--- src/rtl/fwd_pkg.sv ---
// Shared types and constants for the forwarding / hazard control slice.
// Optional statistics counters are enabled with the FWD_HAZARD_STATS_EN macro
// (see fwd_hazard_ctrl.sv); the package itself is macro-independent.
package fwd_pkg;

    // Register-index width carried in the in-flight stage tags.
    localparam int TAG_RD_W = 5;

    // Operand mux select encoding, shared with the downstream EX operand mux.
    localparam logic [1:0] FWD_RF  = 2'b00;
    localparam logic [1:0] FWD_MEM = 2'b10;
    localparam logic [1:0] FWD_WB  = 2'b01;

    // Destination tag of one in-flight instruction.
    typedef struct packed {
        logic                valid;
        logic [TAG_RD_W-1:0] rd;
        logic                reg_write;
        logic                mem_read;
    } stage_tag_t;

    // An empty pipeline slot: never a writer, never a load.
    localparam stage_tag_t TAG_BUBBLE = '0;

    // Saturating 32-bit accumulate used by the statistics counters.
    function automatic logic [31:0] sat_add(input logic [31:0] cnt,
                                            input logic [1:0]  inc);
        logic [32:0] sum;
        sum = {1'b0, cnt} + {31'b0, inc};
        sat_add = sum[32] ? '1 : sum[31:0];
    endfunction

endpackage

--- src/rtl/fwd_sel_gen.sv ---
// Per-operand forwarding select and load-use match logic.
// Purely combinational; the top instantiates one copy for rs1 and one for rs2.
module fwd_sel_gen
    import fwd_pkg::*;
#(
    parameter int                    REG_ADDR_W = TAG_RD_W,
    parameter logic [REG_ADDR_W-1:0] ZERO_REG   = '0
) (
    input  logic                  use_rs,
    input  logic [REG_ADDR_W-1:0] rs,
    input  stage_tag_t            ex_tag,
    input  stage_tag_t            mem_tag,
    output logic [1:0]            sel_next,
    output logic                  load_hit
);

    logic ex_writer;
    logic mem_writer;
    logic ex_match;
    logic mem_match;

    // A stage only counts as a producer if it is live, writes, and its
    // destination is not the hard-wired zero register.
    assign ex_writer  = ex_tag.valid  & ex_tag.reg_write  & (ex_tag.rd  != ZERO_REG);
    assign mem_writer = mem_tag.valid & mem_tag.reg_write & (mem_tag.rd != ZERO_REG);

    assign ex_match  = use_rs & ex_writer  & (rs == ex_tag.rd);
    assign mem_match = use_rs & mem_writer & (rs == mem_tag.rd);

    // Youngest producer wins: the instruction now in EX will be in MEM when the
    // consumer reaches EX, so it maps to the EX/MEM result; the one in MEM maps
    // to the writeback value.
    always_comb begin
        sel_next = FWD_RF;
        if (ex_match) begin
            sel_next = FWD_MEM;
        end else if (mem_match) begin
            sel_next = FWD_WB;
        end
    end

    // A load in EX cannot forward in time; flag it so the top can stall.
    always_comb begin
        load_hit = ex_match & ex_tag.mem_read;
    end

endmodule

--- src/rtl/fwd_hazard_ctrl.sv ---
// Forwarding and hazard control for the EX-stage operand muxes.
// Tracks destination tags of EX/MEM/WB, registers the operand selects so they
// line up with the instruction in EX, raises a combinational load-use stall and
// inserts EX bubbles for stalls, flushes and empty ID slots.
// Optional: define FWD_HAZARD_STATS_EN to add saturating 32-bit counters
// stat_stalls, stat_fwd_mem and stat_fwd_wb.
module fwd_hazard_ctrl
    import fwd_pkg::*;
#(
    parameter int                    REG_ADDR_W = TAG_RD_W,
    parameter logic [REG_ADDR_W-1:0] ZERO_REG   = '0
) (
    input  logic                  clk,
    input  logic                  arst,
    input  logic                  id_valid,
    input  logic [REG_ADDR_W-1:0] id_rs1,
    input  logic [REG_ADDR_W-1:0] id_rs2,
    input  logic                  id_use_rs1,
    input  logic                  id_use_rs2,
    input  logic [REG_ADDR_W-1:0] id_rd,
    input  logic                  id_reg_write,
    input  logic                  id_mem_read,
    input  logic                  flush,
    output logic [1:0]            fwd_sel_a,
    output logic [1:0]            fwd_sel_b,
    output logic                  stall,
    output logic                  ex_bubble
`ifdef FWD_HAZARD_STATS_EN
    ,
    output logic [31:0]           stat_stalls,
    output logic [31:0]           stat_fwd_mem,
    output logic [31:0]           stat_fwd_wb
`endif
);

    // Tag pipeline. The width of the rd field is fixed by the package, so
    // REG_ADDR_W is expected to stay equal to TAG_RD_W.
    stage_tag_t ex_q,  ex_d;
    stage_tag_t mem_q, mem_d;
    stage_tag_t wb_q,  wb_d;

    logic [1:0] sel_a_q, sel_a_d;
    logic [1:0] sel_b_q, sel_b_d;
    logic       bubble_q, bubble_d;

    logic [1:0] next_sel_a;
    logic [1:0] next_sel_b;
    logic       load_hit_a;
    logic       load_hit_b;
    logic       advance;

    fwd_sel_gen #(
        .REG_ADDR_W (REG_ADDR_W),
        .ZERO_REG   (ZERO_REG)
    ) u_sel_a (
        .use_rs   (id_use_rs1),
        .rs       (id_rs1),
        .ex_tag   (ex_q),
        .mem_tag  (mem_q),
        .sel_next (next_sel_a),
        .load_hit (load_hit_a)
    );

    fwd_sel_gen #(
        .REG_ADDR_W (REG_ADDR_W),
        .ZERO_REG   (ZERO_REG)
    ) u_sel_b (
        .use_rs   (id_use_rs2),
        .rs       (id_rs2),
        .ex_tag   (ex_q),
        .mem_tag  (mem_q),
        .sel_next (next_sel_b),
        .load_hit (load_hit_b)
    );

    // Load-use stall: a real instruction in ID reads the rd of a load in EX.
    // Still raised alongside a flush; IF/ID is refetched then, so it is harmless.
    assign stall = id_valid & (load_hit_a | load_hit_b);

    // Next-state of the tag pipeline and registered selects. Anything that
    // keeps the ID instruction out of EX turns EX into a bubble with RF selects,
    // while older stages keep draining.
    always_comb begin
        advance  = id_valid & ~stall & ~flush;
        ex_d     = TAG_BUBBLE;
        mem_d    = ex_q;
        wb_d     = mem_q;
        sel_a_d  = FWD_RF;
        sel_b_d  = FWD_RF;
        bubble_d = 1'b1;
        if (advance) begin
            ex_d.valid     = 1'b1;
            ex_d.rd        = id_rd;
            ex_d.reg_write = id_reg_write;
            ex_d.mem_read  = id_mem_read;
            sel_a_d        = next_sel_a;
            sel_b_d        = next_sel_b;
            bubble_d       = 1'b0;
        end
    end

    // Pipeline registers; reset discards every in-flight tag at once.
    always_ff @(posedge clk or posedge arst) begin
        if (arst) begin
            ex_q     <= TAG_BUBBLE;
            mem_q    <= TAG_BUBBLE;
            wb_q     <= TAG_BUBBLE;
            sel_a_q  <= FWD_RF;
            sel_b_q  <= FWD_RF;
            bubble_q <= 1'b1;
        end else begin
            ex_q     <= ex_d;
            mem_q    <= mem_d;
            wb_q     <= wb_d;
            sel_a_q  <= sel_a_d;
            sel_b_q  <= sel_b_d;
            bubble_q <= bubble_d;
        end
    end

    assign fwd_sel_a = sel_a_q;
    assign fwd_sel_b = sel_b_q;
    assign ex_bubble = bubble_q;

`ifdef FWD_HAZARD_STATS_EN
    logic [31:0] stat_stalls_q,  stat_stalls_d;
    logic [31:0] stat_fwd_mem_q, stat_fwd_mem_d;
    logic [31:0] stat_fwd_wb_q,  stat_fwd_wb_d;
    logic [1:0]  mem_hits;
    logic [1:0]  wb_hits;

    // Counters advance with the selects being registered this edge; operands
    // A and B are counted separately.
    always_comb begin
        mem_hits       = {1'b0, sel_a_d == FWD_MEM} + {1'b0, sel_b_d == FWD_MEM};
        wb_hits        = {1'b0, sel_a_d == FWD_WB}  + {1'b0, sel_b_d == FWD_WB};
        stat_stalls_d  = sat_add(stat_stalls_q,  {1'b0, stall});
        stat_fwd_mem_d = sat_add(stat_fwd_mem_q, mem_hits);
        stat_fwd_wb_d  = sat_add(stat_fwd_wb_q,  wb_hits);
    end

    // Statistics registers, cleared by reset and saturating at all-ones.
    always_ff @(posedge clk or posedge arst) begin
        if (arst) begin
            stat_stalls_q  <= '0;
            stat_fwd_mem_q <= '0;
            stat_fwd_wb_q  <= '0;
        end else begin
            stat_stalls_q  <= stat_stalls_d;
            stat_fwd_mem_q <= stat_fwd_mem_d;
            stat_fwd_wb_q  <= stat_fwd_wb_d;
        end
    end

    assign stat_stalls  = stat_stalls_q;
    assign stat_fwd_mem = stat_fwd_mem_q;
    assign stat_fwd_wb  = stat_fwd_wb_q;
`endif

endmodule

--- config.mk ---
export PLATFORM = sky130hd
export DESIGN_NAME = fwd_hazard_ctrl
export DESIGN_NICKNAME = d
export VERILOG_FILES = /design/src/rtl/fwd_pkg.sv /design/src/rtl/fwd_sel_gen.sv /design/src/rtl/fwd_hazard_ctrl.sv
export SDC_FILE = /design/constraint.sdc
export NUM_CORES = 1
export LEC_CHECK = 0
export ABC_AREA = 0
export CAP_MARGIN = 40
export CORE_MARGIN = 2
export CORE_UTILIZATION = 51
export CTS_BUF_LIST = sky130_fd_sc_hd__clkbuf_8
export CTS_CLUSTER_DIAMETER = 50
export DETAILED_ROUTE_END_ITERATION = 10
export PLACE_DENSITY = 0.86
export SLEW_MARGIN = 40
export SYNTH_ARGS = -nofsm -noshare
export SYNTH_HDL_FRONTEND = slang
export SYNTH_SLANG_ARGS = --single-unit
export TNS_END_PERCENT = 30
--- constraint.sdc ---
create_clock -name clk -period 2.8 [get_ports clk]
set_input_delay 0.56 -clock clk [delete_from_list [all_inputs] [get_ports clk]]
set_output_delay 0.56 -clock clk [all_outputs]
set_load 0.02 [all_outputs]
==> results of run 1 <==
-- power groups by stage --
stage               registers, mW  clock network [mW]  logic (mW)
CTS                         0.308               0.286      0.0957
global placement            0.313                   0      0.0924
global route                0.309               0.303       0.103
finish                      0.308               0.285      0.0947
detailed placement          0.313                   0      0.0947
floorplan                   0.312                   0      0.0377
-- worst max-delay path, stage by stage (launching register included) --
cell           delay, ps
dfrtp_1              430
or3_1                390
o311a_1              340
and2_4               210
and3_1               180
dlygate4sd2_1        320
-- routing by layer --
metal	global-route usage, %	vias up	part of all wire (%)
met4	9.44	0	1.7
met1	27.4	347	43
met2	36.7	27	50
met3	3.85	5	5.5
met5	0	-	0
li1	-	371	-
-- kinds of logic (layout without fill, tap and decap cells) --
kind of cell | after synthesis | after routing | synth area share, %
flops | 20 | 20 | 53.7
simple gates | 25 | 25 | 15.3
buf+inv | 3 | 45 | 2.01
xor+xnor | 20 | 20 | 18.7
compound gates | 14 | 14 | 10.3
-- stage by stage --
stage	std cells	setup TNS [ps]	hold slack, ps	util [%]	setup WS (ps)
2_1_floorplan	82	0	354	-	664
3_3_place_gp	145	-108	357	76.5	-108
3_5_place_dp	145	-134	367	76.5	-134
4_1_cts	149	0	381	80.6	106
5_1_grt	149	0	400	80.6	42.3
6_report	149	0	383	80.6	115
-- cells in the final DEF, fill, tap and decap left out --
cell,n
xor2_1,8
nand2_1,9
dlygate4sd2_1,1
xnor2_1,12
a21o_1,1
bufinv_16,1
and3_1,1
inv_1,1
nand4_1,4
o2111a_1,1
nand2b_1,1
clkdlybuf4s50_1,27
a21oi_1,8
dfrtp_1,19
or4_1,1
or3_1,1
dfstp_2,1
nor3b_1,4
nor2b_1,1
buf_4,12
o311a_1,1
o22ai_2,1
clkbuf_8,3
a211oi_1,2
and2_4,1
nor4_1,2
-- how the worst min path moves through the flow --
stage | startpoint | endpoint
after global placement | ex_q[1] | mem_q[1]
after global routing | ex_q[7] | mem_q[7]
after floorplan | ex_q[1] | mem_q[1]
after CTS | ex_q[7] | mem_q[7]
after detailed placement | ex_q[7] | mem_q[7]
final | ex_q[1] | mem_q[1]
-- layout make-up --
cell class              instances  area (um2)  share of cell area, %
clock inverters                 1        30.0                   2.16
clock buffers                   3        41.3                   2.97
inverters                       1        3.75                  0.270
flip-flops and latches         20         502                   36.1
multi-input cells              59         414                   29.8
repair buffers                 40         369                   26.5
well taps                      25        31.3                   2.25
-- flip-flops by register name, indices dropped and copies added (netlist names) --
name       count
ex_q           8
mem_q          7
fwd_sel_a      2
fwd_sel_b      2
ex_bubble      1
==> metrics, run 1 <==
Slew @ Worst Pin 730 ps; minimum clock period 2680 ps; CP Launch Point ex_q[4]; status completed; Reg clk slew, reported paths 80 ps; largest net degree at the start of global routing 21; Net Sw Frac 20.4%; Post-Syn Nets 105; Die X-Extent 46.8 um; Post-DP HPWL 1570 um; drt total wl 1980 um; Reg2Reg Setup Slack 1150 ps; Vias/cell 5.03; DRT antenna net count 0; die height 46.8 um; cts hold-fix bufs 0; reg2reg start ex_q[4]; clk buf depth 2; sequential power share 44.8%; count of cell types in the netlist 23; Post-Syn Area 935 um2; # setup viols final 0; Leak 0.625 nW; Die ar. 0.00219 mm2; startpoint types register; Overflow after GRT 0; Hold WC Path Type register to register; worst skew pair latency 260 ps; final-stage net count 148; DRC 0; ANT cells 0; Post-synth EDFFs 0; RSZ-0062 raised after global routing no; Design Area, Final 0.00139 mm2; Maximum Capacitance Violations 0; average cell area after synthesis 11.4 um2; sw power 140 uW; register area share after synthesis 53.7%; peak supply drop 0.000460 V; Post-CTS Setup Repair Bufs 0; P&R area growth vs syn 48.9%; TritonCTS buffer count 3; total clock sinks 20; CP Data Required Time 2240 ps; post-CTS resize count 1; CTS root buf clkbuf_8; FILL cells 116; Crit Reg-Reg Endpoint fwd_sel_b[0]; endpoints failing hold 0; Comb power frac 13.8%; vias in the first global route 742; initial core utilization 54.1%; final worst-path cycle share 95.9%; Synth area leaders dfrtp_1 (51%), xnor2_1 (11%), xor2_1 (7.5%); area leader, netlist dfrtp_1; Pre-antenna DRT Iters 4; maximum fanout along the worst path 10; worst hold stages 0; CP Class register to output pin; PD cells 494 mW/mm2; count of state elements after synthesis 20; Slew HR 51.3%; number of top-level pins 29; Worst Setup End Kind output pin; post-synth top area share 50.9%; Post-synth ARST share 100%; top post-synthesis cells by count dfrtp_1 (19), xnor2_1 (12), nand2_1 (9), a21oi_1 (8), xor2_1 (8); worst clock skew 7.29 ps; Worst EP arrival 2120 ps; Clock Power Share 41.5%; initial antenna violation count 0; Avg WL per Cell 13.3 um; Core Area 0.00173 mm2; Yosys warnings 0; fmax 372 MHz; DP Area 0.00132 mm2; Final GP Congestion 0.805; H-tree depth 1; Slew Limit Fails 0; CP endpoint stall; share of cells above drive strength 1 15.3%; initial drt markers 4; # port buffers 28; Global Route Usage Sum 21.7%; Synth Flop Type dfrtp_1; CTS tree yes; DR vias 750; first-pass GRT wire length 3210 um; power consumption 688 uW; Pint 548 uW; r2r worst-path depth 4; row cnt 15; cells after synthesis 82; cell with the most instances after synthesis dfrtp_1
Note: power is estimated with default switching activity, not from simulation.
==> run 2: changes to the inputs <==
CAP_MARGIN = 10   (was 40)
CTS_CLUSTER_DIAMETER = default   (was 50)
==> results of run 2 <==
Same layout as run 1: the final DEF is identical, and so are final timing and power.
